## config.mk

```make
export PLATFORM = sky130hd
export DESIGN_NAME = instruction_fetch_unit
export DESIGN_NICKNAME = d
export VERILOG_FILES = /design/src/rtl/fetch_pkg.sv /design/src/rtl/fetch_fifo.sv /design/src/rtl/instruction_fetch_unit.sv
export SDC_FILE = /design/constraint.sdc
export NUM_CORES = 1
export LEC_CHECK = 0
export CORE_MARGIN = 8
export CORE_UTILIZATION = 45
export DETAILED_ROUTE_END_ITERATION = 6
export MAX_ROUTING_LAYER = met4
export PLACE_DENSITY_LB_ADDON = 0.1
export RECOVER_POWER = 100
export REMOVE_ABC_BUFFERS = 1
export SYNTH_ARGS = -nofsm -noshare
export SYNTH_HDL_FRONTEND = slang
export SYNTH_SLANG_ARGS = --single-unit
```

## constraint.sdc

```tcl
create_clock -name clk -period 3.2 [get_ports clk]
set_input_delay 0.64 -clock clk [delete_from_list [all_inputs] [get_ports clk]]
set_output_delay 0.64 -clock clk [all_outputs]
set_load 0.02 [all_outputs]
```

## src/rtl/fetch_pkg.sv

```systemverilog
// Shared types and constants for the instruction fetch front-end.
// The entry struct below is sized for the default 9-bit PC / 32-bit instruction build.
package fetch_pkg;

    localparam int DEF_ADDR_WIDTH = 9;
    localparam int DEF_DATA_WIDTH = 32;

    localparam logic [31:0] NOP_INSTR = 32'h0;

    typedef enum logic [1:0] {
        IDLE,
        WAIT,
        DISCARD
    } fetch_state_t;

    typedef struct packed {
        logic [DEF_ADDR_WIDTH-1:0] pc;
        logic [DEF_DATA_WIDTH-1:0] instr;
    } fetch_entry_t;

    // Pointer width for a power-of-two FIFO, never narrower than one bit.
    function automatic int ptr_width(input int depth);
        return (depth > 1) ? $clog2(depth) : 1;
    endfunction

endpackage

```

## src/rtl/fetch_fifo.sv

```systemverilog
// Power-of-two FIFO holding fetched {pc, instr} entries; flush beats push and pop.
// Push and pop may coincide at any fill level, including full.
module fetch_fifo
    import fetch_pkg::*;
#(
    parameter int DEPTH = 4,
    parameter int WIDTH = 41
) (
    input  logic                       clk,
    input  logic                       reset,
    input  logic                       push,
    input  logic [WIDTH-1:0]           push_data,
    input  logic                       pop,
    input  logic                       flush,
    output logic [WIDTH-1:0]           head,
    output logic [ptr_width(DEPTH):0]  count,
    output logic                       full,
    output logic                       empty
);

    localparam int PW = ptr_width(DEPTH);

    logic [WIDTH-1:0] mem [DEPTH];
    logic [PW-1:0]    rd_ptr;
    logic [PW-1:0]    wr_ptr;
    logic             do_push;
    logic             do_pop;

    assign empty   = (count == '0);
    assign full    = (count == (PW+1)'(DEPTH));
    assign do_pop  = pop && !empty;
    assign do_push = push && (!full || do_pop);
    assign head    = mem[rd_ptr];

    always_ff @(posedge clk) begin
        if (!reset || flush) begin
            rd_ptr <= '0;
            wr_ptr <= '0;
            count  <= '0;
        end else begin
            if (do_push) wr_ptr <= wr_ptr + PW'(1);
            if (do_pop)  rd_ptr <= rd_ptr + PW'(1);
            case ({do_push, do_pop})
                2'b10:   count <= count + (PW+1)'(1);
                2'b01:   count <= count - (PW+1)'(1);
                default: count <= count;
            endcase
        end
    end

    // NOTE: storage is deliberately left unreset; count/pointers alone decide what is valid.
    always_ff @(posedge clk) begin
        if (do_push && !flush) mem[wr_ptr] <= push_data;
    end

endmodule

```

## src/rtl/instruction_fetch_unit.sv

```systemverilog
// Fetch front-end: owns the fetch PC, runs one outstanding req/ack read at a time,
// buffers returned words and presents them to decode; redirects flush everything.
module instruction_fetch_unit
    import fetch_pkg::*;
#(
    parameter int                    ADDR_WIDTH = 9,
    parameter int                    DATA_WIDTH = 32,
    parameter int                    DEPTH      = 4,
    parameter logic [ADDR_WIDTH-1:0] RESET_PC   = '0
) (
    input  logic                  clk,
    input  logic                  reset,
    input  logic                  redirect,
    input  logic [ADDR_WIDTH-1:0] redirect_pc,
    output logic                  imem_req,
    output logic [ADDR_WIDTH-1:0] imem_addr,
    input  logic                  imem_ack,
    input  logic [DATA_WIDTH-1:0] imem_data,
    output logic                  out_valid,
    input  logic                  out_ready,
    output logic [ADDR_WIDTH-1:0] out_pc,
    output logic [ADDR_WIDTH-1:0] out_pc_plus1,
    output logic [DATA_WIDTH-1:0] out_instr
);

    localparam int PW = ptr_width(DEPTH);
    localparam int EW = ADDR_WIDTH + DATA_WIDTH;

    typedef struct packed {
        logic [ADDR_WIDTH-1:0] pc;
        logic [DATA_WIDTH-1:0] instr;
    } entry_t;

    fetch_state_t  state;
    logic [ADDR_WIDTH-1:0] fetch_pc;
    logic          inflight;

    logic          fifo_push;
    logic          fifo_pop;
    logic          fifo_full;
    logic          fifo_empty;
    logic [PW:0]   fifo_count;
    logic [PW+1:0] occupancy;
    logic          issue_ok;
    entry_t        push_entry;
    entry_t        head_entry;
    logic [EW-1:0] fifo_head;

    // Buffered plus in-flight words must stay below DEPTH so an ack can always be pushed.
    assign occupancy  = {1'b0, fifo_count} + (PW+2)'(inflight);
    assign issue_ok   = !redirect && !fifo_full && (occupancy < (PW+2)'(DEPTH));
    assign fifo_push  = (state == WAIT) && imem_ack && !redirect;
    assign fifo_pop   = out_ready && !fifo_empty;

    assign push_entry.pc    = fetch_pc;
    assign push_entry.instr = imem_data;

    fetch_fifo #(
        .DEPTH (DEPTH),
        .WIDTH (EW)
    ) u_fifo (
        .clk       (clk),
        .reset     (reset),
        .push      (fifo_push),
        .push_data (push_entry),
        .pop       (fifo_pop),
        .flush     (redirect),
        .head      (fifo_head),
        .count     (fifo_count),
        .full      (fifo_full),
        .empty     (fifo_empty)
    );

    always_ff @(posedge clk) begin
        if (!reset) begin
            state     <= IDLE;
            fetch_pc  <= RESET_PC;
            imem_req  <= 1'b0;
            imem_addr <= '0;
            inflight  <= 1'b0;
        end else begin
            if (redirect) fetch_pc <= redirect_pc;
            unique case (state)
                IDLE: begin
                    if (issue_ok) begin
                        state     <= WAIT;
                        imem_req  <= 1'b1;
                        imem_addr <= fetch_pc;
                        inflight  <= 1'b1;
                    end
                end
                WAIT: begin
                    if (imem_ack) begin
                        state    <= IDLE;
                        imem_req <= 1'b0;
                        inflight <= 1'b0;
                        if (!redirect) fetch_pc <= fetch_pc + ADDR_WIDTH'(1);
                    end else if (redirect) begin
                        // Request stays up until the memory answers; its data is then dropped.
                        state    <= DISCARD;
                        inflight <= 1'b0;
                    end
                end
                DISCARD: begin
                    if (imem_ack) begin
                        state    <= IDLE;
                        imem_req <= 1'b0;
                    end
                end
                default: begin
                    state    <= IDLE;
                    imem_req <= 1'b0;
                    inflight <= 1'b0;
                end
            endcase
        end
    end

    assign head_entry   = fifo_head;
    assign out_valid    = !fifo_empty;
    assign out_pc       = out_valid ? head_entry.pc : '0;
    assign out_pc_plus1 = out_valid ? head_entry.pc + ADDR_WIDTH'(1) : '0;
    assign out_instr    = out_valid ? head_entry.instr : DATA_WIDTH'(NOP_INSTR);

endmodule

```

# Word level (Yosys, flattened, before mapping)
# Memories as Yosys holds them, arrays and structs flattened. A register that Yosys moved wholly into a read port is not among the register bits.
# Cells that the tools add are included.
dict set report word_totals {
  ramBits 164
  ff_bits 29
  memories 1
  elab_cells 72
  out_inout_bits 61
  inputBits 46
}
dict set report classes {
  n_mux 23
  n_reduce_logical 22
  magnitude_cmp 1
  bitwise 1
  n_addsub 7
  n_eq_ne 9
}
# memory depth word_bits rd rd_ports_with_merged_regs wr line_no
set memory_table {}
lappend memory_table {u_fifo.mem 4 41 1 1 1 fetch_fifo.sv:23} ;# logic [WIDTH-1:0] mem [DEPTH];
# operator n
set ops {}
lappend ops {{9-bit two-way mux} 6}
lappend ops {{32-bit two-way mux} 1}
lappend ops {{9-bit by 1-bit adder with 9-bit output (second input constant)} 2}
lappend ops {{2-bit two-way mux} 6}
lappend ops {{1-bit logical AND} 8}
lappend ops {{1-bit two-way mux} 6}
lappend ops {{2-bit case mux with 3 select lines} 1}
lappend ops {{3-bit case mux with 2 select lines} 1}
lappend ops {{3-bit AND reduction} 2}
lappend ops {{2-bit by 1-bit adder with 2-bit output (second input constant)} 2}
lappend ops {{3-bit by 1-bit adder with 4-bit output} 1}
lappend ops {{2-bit by 1-bit == test with 1-bit output (second input constant)} 2}
lappend ops {{2-bit == test (second input constant)} 2}
lappend ops {{1-bit zero test} 4}
lappend ops {{4-bit by 3-bit less-than comparator with 1-bit output (second input constant)} 1}
lappend ops {{2-bit != test (second input constant)} 2}
lappend ops {{2-bit AND reduction} 2}
lappend ops {{3-bit by 1-bit adder with 3-bit output (second input constant)} 1}
lappend ops {{3-bit == test (second input constant)} 1}
lappend ops {{3-bit zero test} 1}
lappend ops {{3-bit != test (second input constant)} 1}
lappend ops {{1-bit case mux with 3 select lines} 1}
lappend ops {{3-bit by 1-bit subtractor with 3-bit output (second input constant)} 1}
lappend ops {{2-bit zero test} 1}
lappend ops {{6 further kinds} 7}

# Logic depth before layout (Yosys ltp)
# Gate-level depths: netlist of the first run.
dict set report logic_depth {
  depth_word 9
  mapped_depth 11
  mapped_depth_nobuf 11
}

# Modules after synthesis
# Synthesis of the first run repeated with hierarchy kept, for this count alone.
dict set report unflattened {
  hier_cells 487
  area_unflattened_um2 8025.2
}
# mod instances seq_area_each_um2 cells_each area_each_um2
set modules_own_cells {}
lappend modules_own_cells {fetch_fifo 1 5104.9 282 6505.0}
lappend modules_own_cells {instruction_fetch_unit 1 440.4 205 1520.2}

# Least setup slack after synthesis of the first run
# No wires, ideal clock.
dict set report synth_path {
  path_kind {input port to flip-flop}
  startpoint {input port redirect}
  endpoint {memory u_fifo.mem[1][0], enable pin}
  setup_time_ps 402
  stages 3
  setup_slack_ps 611
  t_arrival_ps 2187
  path_cell_list {clkbuf_1 > nor3_1 > and2_1}
}
dict set report synth_via {
  elab_chain_cells 6
}
# element line_no
set synth_lines {}
lappend synth_lines {{start, declared} instruction_fetch_unit.sv:13} ;# input logic redirect,
lappend synth_lines {{1-bit zero test (*)} {fetch_fifo.sv:53, instruction_fetch_unit.sv:52}}
lappend synth_lines {{1-bit logical AND} instruction_fetch_unit.sv:52} ;# assign fifo_push = (state == WAIT) && imem_ack && !redirect;
lappend synth_lines {{1-bit logical AND} fetch_fifo.sv:32} ;# assign do_push = push && (!full || do_pop);
lappend synth_lines {{1-bit logical AND (*)} fetch_fifo.sv:53} ;# if (do_push && !flush) mem[wr_ptr] <= push_data;
lappend synth_lines {{1-bit two-way mux (*)} fetch_fifo.sv:53}
lappend synth_lines {{1-bit two-way mux (implied by the code) (*)} fetch_fifo.sv:53}
lappend synth_lines {{end, declared} fetch_fifo.sv:23}
# Mark *: on every way between the ends. The rest lies on a longest branch, timed or not.

==> impl_metrics.json, run 1 <==
{
  "synth_area_per_cell_um2": 17.01,
  "yosys_register_bits": 195,
  "fillCellCount": 1326,
  "dpl.cell_count": 795,
  "ys_warn_count": 0,
  "grt_max_degree": 42,
  "r2r-start": "state[1]",
  "crit_path_start_kind": "flip-flop",
  "final_cell_mix": "164 x edfxtp_1, 55 x dlygate4sd3_1, 44 x clkdlybuf4s50_1",
  "synth_area_um2": 7894,
  "setup_viol": 0,
  "numCtsBuffers": 17,
  "slew-limit-headroom": 0.1552,
  "synth_flop_cell": "edfxtp_1",
  "io_buffer_count": 106,
  "rsz0062_at_grt": "false",
  "slew_viol_final": 0,
  "boundaryPins": 107,
  "cp-end-kind": "primary output",
  "async_flop_share": 0,
  "start_util": 0.4580,
  "final_nets": 647,
  "cts_tree": "built",
  "dpl.hpwl_mm": 10.57,
  "max_cap_viol_count": 0,
  "dieWidth_um": 148.4,
  "drt_wl_total_mm": 15.80,
  "critPathRequiredTime_ns": 2.56,
  "grt_pass1_vias": 4561,
  "ys_types": 43,
  "fin_tns_setup_ns": 0,
  "hold_path.class": "reg2reg",
  "grt.overflow.total": 0,
  "gp_congestion": 0.7997,
  "vias": 4295,
  "path_clk_slew_ns": 0.07,
  "multi_input_area_um2": 2193,
  "critical_path_class": "reg2out",
  "yosysSeqAreaShare": 0.7025,
  "cts-htree-levels": 4,
  "fin_util": 0.5693,
  "grtUsageTotal": 0.1529,
  "status": "finished, final reports clean",
  "cts_hold_buf": 0,
  "finalCritPeriodShare": 0.9638,
  "min_from": "imem_addr[0]",
  "die_h_um": 148.4,
  "antenna_left": 0,
  "fp.coreArea_um2": 17240,
  "clk_latency_ns": 0.43,
  "ir_drop_mv": 0.3694,
  "wire_per_inst_um": 19.08,
  "via_per_inst": 5.187,
  "grt_first_pass_wirelength_mm": 24.93,
  "final_cell_count_no_fill": 828,
  "n_antenna_cell": 0,
  "drc": 0,
  "whs_ns": 0.4688,
  "pre_cts_slack_ns": 0.1535,
  "critPathArrivalTime_ns": 2.44,
  "cts_sinks": 195,
  "die_area_um2": 22040,
  "synth_edf_count": 164,
  "clock.fmax_mhz": 324.2,
  "ff2ff_path_depth": 6,
  "path_max_fanout": 9,
  "r2r_end": "u_fifo.mem[3][29]",
  "cts-root-buf": "clkbuf_16",
  "setup_slack_ns": 0.1157,
  "p_per_area_nw_per_um2": 512.8,
  "rows": 48,
  "firstDrtPassIters": 4,
  "ff_latch_area_um2": 5553,
  "syn_inst": 464,
  "min_to": "imem_addr[0]",
  "tightestPinTransition_ns": 1.267,
  "fin_crit_ns": 3.084,
  "worstHoldPathCells": 2,
  "clockBufferDepth": 2,
  "drive_gt1_frac": 0.1559,
  "hold_viol_final": 0,
  "drt_iter0_markers": 181,
  "reg2reg_slack_ns": 0.35,
  "antenna_found_initial": 0,
  "final_common_cell": "edfxtp_1",
  "worst_clock_skew_ns": 0.01122,
  "p_leak_nw": 3.276,
  "syn2layout_area_growth_pct": 24.30
}
==> kinds of logic (layout without fill, tap and decap cells) <==
logic type | Yosys count | after routing | synth area share
AO/OA/AOI/OAI | 41 | 41 | 0.03471
XOR/XNOR | 15 | 15 | 0.01664
adder cells (fa/ha/maj) | 11 | 11 | 0.01839
buffers and inverters | 31 | 170 | 0.01839
flip-flops | 195 | 195 | 0.7025
multiplexers | 43 | 43 | 0.1211
AND/OR/NAND/NOR | 128 | 128 | 0.08829
==> final cells by class <==
class | instances | area share
Multi-Input combinational cell | 238 | 0.2235
Tap cell | 225 | 0.02869
Clock inverter | 13 | 0.01250
Clock buffer | 19 | 0.04412
Sequential cell | 195 | 0.5659
Timing Repair Buffer | 127 | 0.1210
Inverter | 11 | 0.004208
==> through the flow <==
stage               total power, mW  instance area (µm²)
global placement              3.101                 9343
global route                  5.198                 9812
detailed placement            3.108                 9343
finish                        5.031                 9812
CTS                           5.094                 9897
floorplan                     2.960                 7790
==> synth_stat cells, drive strengths merged, types with 2 or more instances <==
cell type,count,area share
edfxtp,164,0.62
and2,52,0.041
mux4,41,0.12
dfxtp,31,0.079
nand2,24,0.011
nand3,16,0.011
nor2,15,0.0071
a21oi,11,0.0070
o21ai,11,0.0070
buf,10,0.0084
clkbuf,10,0.0048
ha,10,0.016
inv,10,0.0048
xor2,10,0.011
a21boi,9,0.0086
xnor2,5,0.0055
nor3,4,0.0032
nand2b,3,0.0024
nand4,3,0.0024
o211a,3,0.0038
or3,3,0.0024
nor3b,2,0.0019
o21a,2,0.0019
o221a,2,0.0029
==> power by group <==
part	switching, mW	internal [mW]	total (mW)
registers	0.0244	2.78	2.81
logic	0.118	0.109	0.227
clock network	0.915	1.08	2.00
total	1.06	3.97	5.03
==> worst max path at each step <==
stage | from | to
after floorplan | flip-flop | out_pc_plus1[5]
after global placement | flip-flop | out_instr[31]
after detailed placement | out_ready | u_fifo.count[2]
after CTS | flip-flop | out_pc_plus1[6]
after global routing | flip-flop | out_instr[31]
final | flip-flop | out_pc[6]
==> routing by layer <==
metal / global-route usage / part of all wire / vias to the layer above
met5: - / 0 / -
met4: 0.05354 / 0.013 / 0
met3: 0.03555 / 0.041 / 16
met2: 0.2632 / 0.52 / 84
met1: 0.1719 / 0.42 / 2160
li1: - / - / 2035
==> sequential cells by signal (all words and copies together), names as in the netlist, named ones only <==
name,flops
imem_req,1
inflight,1
u_fifo.mem,164
u_fifo.count,3
u_fifo.wr_ptr,2
u_fifo.rd_ptr,2
imem_addr,9
state,2
fetch_pc,9
==> timing repair <==
item / in CTS / in global routing
resized for setup: 12 / 6
endpoints found under the setup margin: 33 / 26
buffers inserted: 1 / 0
==> worst max-delay path, stage by stage, from the launching register on <==
cell	delay [ns]
dfxtp_4	0.46
buf_4	0.18
mux4_2	0.55
and2_1	0.18
dlygate4sd3_1	0.64
No activity file was read; power rests on OpenSTA's default activity.
==> run 2: changes to the inputs <==
- CTS_BUF_LIST: not set -> sky130_fd_sc_hd__clkbuf_4 sky130_fd_sc_hd__clkbuf_8
- DONT_BUFFER_PORTS: not set -> 1
==> run 2 against run 1 <==
  * Power is 11% lower
  * Sequential power hardly changed
  * Design area is 12% lower
  * Clock power is 24% lower
  * Die area stayed put
==> impl_metrics.json, run 2 (synthesis results as in run 1) <==
{
  "slew_viol_final": 0,
  "worst_clock_skew_ns": 0.01183,
  "fillCellCount": 1444,
  "cts_tree": "built",
  "max_cap_viol_count": 0,
  "boundaryPins": 107,
  "fin_crit_ns": 3.001,
  "dieWidth_um": 148.4,
  "cts_sinks": 195,
  "p_per_area_nw_per_um2": 516.8,
  "clock.fmax_mhz": 333.3,
  "critical_path_class": "reg2out",
  "place_area_um2": 8274,
  "drt_iter0_markers": 195,
  "tightestPinTransition_ns": 1.297,
  "wire_per_inst_um": 21.12,
  "setup_viol": 0,
  "cts_hold_buf": 0,
  "vias": 3999,
  "gr-usage-met1": 0.1664,
  "path_clk_slew_ns": 0.10,
  "cts-htree-levels": 4,
  "stdcell_area_um2": 8651,
  "critPathRequiredTime_ns": 2.56,
  "via_per_inst": 5.493,
  "rows": 48,
  "p_total_mw": 4.471,
  "io_buffer_count": 0,
  "whs_ns": 0.2767,
  "antenna_found_initial": 0,
  "multi_input_area_um2": 2201,
  "critPathArrivalTime_ns": 2.36,
  "status": "finished, final reports clean",
  "hold_viol_final": 0,
  "grt_first_pass_wirelength_mm": 24.07,
  "path_max_fanout": 14,
  "gp_congestion": 0.7947,
  "hold_path.class": "in2reg",
  "drt_wl_total_mm": 15.38,
  "antenna_left": 0,
  "cts-root-buf": "clkbuf_8",
  "rsz0062_at_grt": "false",
  "drive_gt1_frac": 0.2048,
  "min_from": "imem_data[23]",
  "ff_latch_area_um2": 5553,
  "grtUsageTotal": 0.1486,
  "n_antenna_cell": 0,
  "grt_util_met2": 0.2489,
  "fp.coreArea_um2": 17240,
  "numCtsBuffers": 17,
  "crit_path_start_kind": "flip-flop",
  "final_cell_mix": "164 x edfxtp_1, 38 x mux4_2, 31 x and2_0",
  "final_common_cell": "edfxtp_1",
  "top_regs": "u_fifo.mem: 164 flops, fetch_pc: 9 flops, imem_addr: 9 flops",
  "syn2layout_area_growth_pct": 9.590,
  "regMostFlops": "u_fifo.mem",
  "cp-end-kind": "primary output",
  "firstDrtPassIters": 4,
  "ir_drop_mv": 0.2444,
  "largest_reg_flops": 164,
  "clk_latency_ns": 0.45,
  "finalCritPeriodShare": 0.9377,
  "start_util": 0.4580,
  "clockBufferDepth": 2,
  "grt.overflow.total": 0,
  "final_nets": 547,
  "die_area_um2": 22040,
  "grt_pass1_vias": 4287,
  "dpl.hpwl_mm": 9.980,
  "globalRouteMet3Util": 0.04558,
  "slew-limit-headroom": 0.1353,
  "p_leak_nw": 2.750,
  "r2r-start": "state[1]",
  "grt_busiest_layer": "met2",
  "drc": 0,
  "grt_max_degree": 42,
  "die_h_um": 148.4
}
==> run 2: critical path, cell delays in order (launching register included) <==
cell	delay, ns
dfxtp_4	0.49
buf_4	0.16
mux4_2	0.55
or3_1	0.33
a21oi_1	0.18
clkbuf_2	0.20
==> run 2: repair_timing <==
| item | in CTS | in global routing |
|---|---|---|
| endpoints found under the setup margin | 0 | 4 |
| hold endpoints to repair | 0 | 0 |
| setup buffers | 0 | 8 |
| gates resized for setup | 0 | 1 |
==> run 2: worst paths after layout <==
check / end / slack (ns) / cells past startpoint
worst max register to register: u_fifo.mem[0][33] / 0.34 / 6
worst min register to register: u_fifo.wr_ptr[1] / 0.53 / 2
worst max-delay path: out_pc_plus1[5] / 0.20 / 5
worst min-delay path: u_fifo.mem[0][23] / 0.28 / 0
==> run 2: layout make-up <==
cell class,count,area share
clock inverters,14,0.01765
clock buffers,18,0.02791
repair buffers,27,0.02083
well taps,225,0.03254
multi-input cells,238,0.2544
flip-flops and latches,195,0.6419
inverters,11,0.004773
==> run 2: where the power goes <==
part / switching [mW] / total [mW] / internal, mW
sequential: 0.0340 / 2.81 / 2.78
clock: 0.823 / 1.53 / 0.710
combinational: 0.0735 / 0.124 / 0.0505
total: 0.931 / 4.47 / 3.54
==> run 2: per-layer routing <==
| metal | vias to the layer above | share of wire | wire, µm |
|---|---|---|---|
| li1 | 1827 | - | - |
| met1 | 2068 | 0.40 | 6213 |
| met2 | 90 | 0.52 | 8050 |
| met3 | 14 | 0.061 | 942 |
| met4 | 0 | 0.011 | 171 |
| met5 | - | 0 | 0 |
==> run 2: through the flow <==
stage	setup TNS, ns	setup WS, ns	cells	util
global route	0	0.04718	728	0.5019
global placement	0	0.5858	688	0.4800
floorplan	-9.187	-0.7597	444	-
CTS	0	0.04365	720	0.5029
finish	0	0.1993	728	0.5019
detailed placement	0	0.5692	688	0.4800
==> run 3: changes to the inputs <==
- CAP_MARGIN: not set -> 20
==> results of run 3 <==
The final DEF is identical to that of run 2; final timing and power are the same.
